**src/rtl/io_handshake_ctrl.sv**
```systemverilog
// I/O handshake controller: debounced Enter capture for `in`, timed display hold for `out`.
// Optional IO_OUT_ACK_EN: each `out` additionally waits for an Enter acknowledge.
module io_handshake_ctrl #(
  parameter int unsigned DATA_W          = 32,
  parameter int unsigned SW_W            = 16,
  parameter int unsigned DEBOUNCE_CYCLES = 4,
  parameter int unsigned OUT_HOLD_CYCLES = 8
) (
  input  logic              clk,
  input  logic              rst_n,
  input  logic              inputctr,
  input  logic              outctr,
  input  logic [SW_W-1:0]   sw_data,
  input  logic              btn_enter,
  input  logic [DATA_W-1:0] out_value,
  output logic              inread,
  output logic [DATA_W-1:0] in_data,
  output logic              outend,
  output logic [DATA_W-1:0] display,
  output logic              busy
);

  localparam int unsigned DB_W   = $clog2(DEBOUNCE_CYCLES + 1);
  localparam int unsigned HOLD_W = $clog2(OUT_HOLD_CYCLES + 1);

  typedef enum logic [2:0] {
    S_IDLE,
    S_IN_WAIT,
    S_IN_DONE,
    S_OUT_SHOW,
    S_OUT_DONE
  } state_e;

  state_e              state_q, state_d;
  logic                sync1_q, sync2_q;
  logic [DB_W-1:0]     db_cnt_q, db_cnt_d;
  logic                db_level_q, db_level_d;
  logic                db_prev_q;
  logic                enter_pulse;
  logic [HOLD_W-1:0]   hold_cnt_q, hold_cnt_d;
  logic [DATA_W-1:0]   in_data_q, in_data_d;
  logic [DATA_W-1:0]   display_q, display_d;
  logic                out_release;

`ifdef IO_OUT_ACK_EN
  logic ack_q, ack_d;
  // The acknowledge may arrive before or after the timer expires.
  assign out_release = (hold_cnt_q == '0) && (ack_q || enter_pulse);
`else
  assign out_release = (hold_cnt_q == '0);
`endif

  assign enter_pulse = db_level_q & ~db_prev_q;

  // Debounce: level flips on the DEBOUNCE_CYCLES-th consecutive differing sample.
  always_comb begin
    db_cnt_d   = '0;
    db_level_d = db_level_q;
    if (sync2_q != db_level_q) begin
      if (db_cnt_q == DB_W'(DEBOUNCE_CYCLES - 1)) begin
        db_level_d = sync2_q;
      end else begin
        db_cnt_d = db_cnt_q + DB_W'(1);
      end
    end
  end

  always_ff @(posedge clk or negedge rst_n) begin
    if (!rst_n) begin
      state_q    <= S_IDLE;
      sync1_q    <= 1'b0;
      sync2_q    <= 1'b0;
      db_cnt_q   <= '0;
      db_level_q <= 1'b0;
      db_prev_q  <= 1'b0;
      hold_cnt_q <= '0;
      in_data_q  <= '0;
      display_q  <= '0;
`ifdef IO_OUT_ACK_EN
      ack_q      <= 1'b0;
`endif
    end else begin
      state_q    <= state_d;
      sync1_q    <= btn_enter;
      sync2_q    <= sync1_q;
      db_cnt_q   <= db_cnt_d;
      db_level_q <= db_level_d;
      db_prev_q  <= db_level_q;
      hold_cnt_q <= hold_cnt_d;
      in_data_q  <= in_data_d;
      display_q  <= display_d;
`ifdef IO_OUT_ACK_EN
      ack_q      <= ack_d;
`endif
    end
  end

  always_comb begin
    state_d    = state_q;
    hold_cnt_d = hold_cnt_q;
    in_data_d  = in_data_q;
    display_d  = display_q;
`ifdef IO_OUT_ACK_EN
    ack_d      = ack_q;
`endif
    unique case (state_q)
      S_IDLE: begin
        if (inputctr) begin
          state_d = S_IN_WAIT;
        end else if (outctr) begin
          state_d    = S_OUT_SHOW;
          display_d  = out_value;
          hold_cnt_d = HOLD_W'(OUT_HOLD_CYCLES - 1);
`ifdef IO_OUT_ACK_EN
          ack_d      = 1'b0;
`endif
        end
      end
      S_IN_WAIT: begin
        if (!inputctr) begin
          state_d = S_IDLE;
        end else if (enter_pulse) begin
          state_d   = S_IN_DONE;
          in_data_d = DATA_W'(sw_data);
        end
      end
      S_IN_DONE: state_d = S_IDLE;
      S_OUT_SHOW: begin
`ifdef IO_OUT_ACK_EN
        if (enter_pulse) ack_d = 1'b1;
`endif
        if (!outctr) begin
          state_d = S_IDLE;
        end else if (out_release) begin
          state_d = S_OUT_DONE;
        end else if (hold_cnt_q != '0) begin
          hold_cnt_d = hold_cnt_q - HOLD_W'(1);
        end
      end
      S_OUT_DONE: state_d = S_IDLE;
      default:    state_d = S_IDLE;
    endcase
  end

  always_comb begin
    inread  = (state_q == S_IN_DONE);
    outend  = (state_q == S_OUT_DONE);
    busy    = (state_q != S_IDLE);
    in_data = in_data_q;
    display = display_q;
  end

endmodule

```
**config.mk**
```make
export PLATFORM = sky130hd
export DESIGN_NAME = io_handshake_ctrl
export DESIGN_NICKNAME = d
export VERILOG_FILES = /design/src/rtl/io_handshake_ctrl.sv
export SDC_FILE = /design/constraint.sdc
export NUM_CORES = 1
export LEC_CHECK = 0
export ABC_AREA = 1
export BUFFER_PORTS_ARGS = -buffer_cell sky130_fd_sc_hd__buf_2
export CORE_MARGIN = 10
export CORE_UTILIZATION = 40
export CTS_BUF_LIST = sky130_fd_sc_hd__clkbuf_16
export DETAILED_ROUTE_END_ITERATION = 7
export PLACE_DENSITY = 0.7
export SLEW_MARGIN = 20
export SYNTH_ARGS = -nofsm -noshare
export SYNTH_HDL_FRONTEND = slang
export SYNTH_SLANG_ARGS = --single-unit
```
**constraint.sdc**
```tcl
create_clock -name clk -period 4.1 [get_ports clk]
set_clock_uncertainty 0.1 [all_clocks]
set_input_delay 0.82 -clock clk [delete_from_list [all_inputs] [get_ports clk]]
set_output_delay 0.82 -clock clk [all_outputs]
set_load 0.01 [all_outputs]
```
==> impl_metrics.tcl <==
set metrics [dict create \
    reg2reg_depth 5 \
    design_area_um2 3520 \
    criticalPathCategory "in -> reg" \
    synth_ff_type "dfrtp_1" \
    status "finished clean" \
    grt_pass1_wl_um 10200 \
    worst_slack_ns 1.99 \
    row_count 29 \
    gp_congestion 0.744 \
    min_to "sync2_q" \
    cts_buffer_depth 2 \
    via_count 2111 \
    io-pin-count 120 \
    slew_violations 0 \
    synth-async-reset-ratio_pct 100 \
    n_antenna_cell 0 \
    grt_pass1_vias 2160 \
    place_ws_ns 1.65 \
    synth_top_cell_by_area "dfrtp_1" \
    maxCapViolCount 0 \
    period_share_pct 51.5 \
    h-tree-depth 3 \
    hp-start "sync1_q" \
    nets 460 \
    path_max_fanout 39 \
    nFillCells 619 \
    hold_violations 0 \
    cts_sinks 62 \
    clock_latency_ns 0.31 \
    antenna_found_initial 0 \
    whs_path_depth 0 \
    grt_max_degree 40 \
    io_buffers 103 \
    start_util_pct 41.7 \
    r2r_slack_ns 2.06 \
    cp.required_ns 4.18 \
    critPathLaunchType "input port" \
    ys_types 24 \
    netlist_area_um2 2700 \
    fmax_ghz 0.473 \
    die_h_um 102 \
    area_growth_syn_to_layout_pct 30.7 \
    cts_resized 0 \
    drive_above_1_share_pct 31.8 \
    finalSetupViolCount 0 \
    die_width_um 102 \
    hold_buffers 0 \
    hp-class "reg -> reg" \
    reg2reg_from "state_q[1]" \
    synth_top_area_share_pct 57.6 \
    grt-ovfl-total 0 \
    wire_per_inst_um 13.1 \
    holdWs_ns 0.262 \
    synth_edf_count 0 \
    cp.arrival_ns 2.19 \
    core_um2 6460 \
    fin_cells 486 \
    drt-total-wl_um 6350 \
    p_per_area_nw_per_um2 754 \
    r2r_end "display[30]" \
    tns_ns 0 \
    vias_per_cell 4.34 \
    synth.ff_latch_count 62 \
    final-seq-area_um2 1550 \
    antenna_left 0 \
    crit_chain "buf_2 > inv_1 > nand4_2 > buf_4 > nand2_1 > o21ai_1" \
    drtIter0Drc 69 \
    yosysWarnings 0 \
    post-route-min-period_ns 2.11 \
    syn_area_per_cell_um2 9.01 \
    yosys-top-cells-area "dfrtp_1 (58%), nand2_1 (9.9%), inv_1 (7.9%)" \
    cpPeakStageDelay_ns 0.52 \
    worstSetupEndpointType "flip-flop" \
    syn_inst 299 \
    mostFrequentLayoutCells "buf_2 (103), nand2_1 (71), dfrtp_1 (62)" \
    drc 0 \
    clk_pin_slew_worst_paths_ns 0.05 \
    placed_area_um2 3200 \
    cts_root_buf "clkbuf_16" \
    dp_hpwl_um 4890 \
    ir_worst_vdd_mv 0.348 \
    cts_tree "built" \
    mostFrequentLayoutCell "buf_2" \
    placedCellCount 470 \
    postCtsSetupBuffers 0 \
    multi_input_area_um2 807 \
    cpMaxStageDelayCell "nand4_2" \
    slew_headroom_pct 48.0 \
    cts-buffers-inserted 9 \
    tightest_slew_ns 0.780 \
    drt_first_pass_iters 4 \
    synth-seq-area-share_pct 57.6 \
    rsz0062_at_grt "false" \
    p_leak_uw 0.00206 \
    track_usage_pct 12.2 \
    die_area_um2 10400 \
]
Yosys cell counts, types with 2 or more instances:
cell type  instances
buf_6              2
o21ai_2            2
buf_2              5
nor2_1             7
buf_4             16
nand3_1            8
nand4_2            2
nor3_1             3
clkbuf_1           3
dfrtp_1           62
nor2_4             2
a21oi_1            2
o21ai_0           39
inv_1             57
ha_1               3
nand2_1           71
o21ai_1            8
logic make-up (layout without fill, tap and decap cells):
family / Yosys count / count (layout) / share of synthesized area (%)
and+or+nand+nor: 96 / 96 / 15.6
buffers and inverters: 83 / 178 / 14.6
DFF: 62 / 62 / 57.6
AOI/OAI and AO/OA: 52 / 52 / 10.0
adders and majority gates: 3 / 3 / 1.39
other: 1 / 16 / 0.139
xor gates and xnor gates: 1 / 1 / 0.325
muxes: 1 / 1 / 0.418
power by group:
group          internal (uW)  total [uW]  switching (uW)  leakage, uW
sequential               876        1030             153     0.000776
combinational            342         829             487      0.00113
clock                    533         798             265     0.000156
layer usage:
layer / vias to the layer above / global-route usage, % / routed length, um
met5: - / 0 / 0
met4: 0 / 6.62 / 107
met3: 6 / 4.05 / 467
met2: 63 / 20.5 / 3240
met1: 943 / 13.3 / 2530
li1: 1099 / - / -
flip-flops by register name, indices dropped and copies added (netlist names):
name	flops
db_level_q	1
sync2_q	1
db_cnt_q	3
sync1_q	1
hold_cnt_q	4
state_q	3
db_prev_q	1
in_data	16
display	32
stage by stage:
stage	power, uW	utilization, %
floorplan	1520	-
global placement	1850	49.5
detailed placement	1880	49.5
CTS	2700	54.6
global route	2860	54.6
finish	2660	54.6
critical path: cells and delay by family:
family,cells,cell delay (ns)
buf+inv,3,0.67
compound gates,1,0.08
simple gates,2,0.61
worst max-delay path by stage:
stage	startpoint	end	slack, ns
global placement	inputctr	hold_cnt_q[1]	1.71
finish	inputctr	display[30]	1.99
floorplan	state_q[2]	outend	2.42
detailed placement	inputctr	display[30]	1.65
global route	inputctr	display[19]	1.84
CTS	inputctr	display[30]	1.98
final cells by class:
class / count / share of cell area [%]
Sequential cell: 62 / 44.0
Multi-Input combinational cell: 169 / 22.9
Timing Repair Buffer: 105 / 15.1
Clock buffer: 9 / 6.39
Inverter: 57 / 6.07
Clock inverter: 7 / 2.81
Tap cell: 77 / 2.73
(Power assumes the default switching activity.)
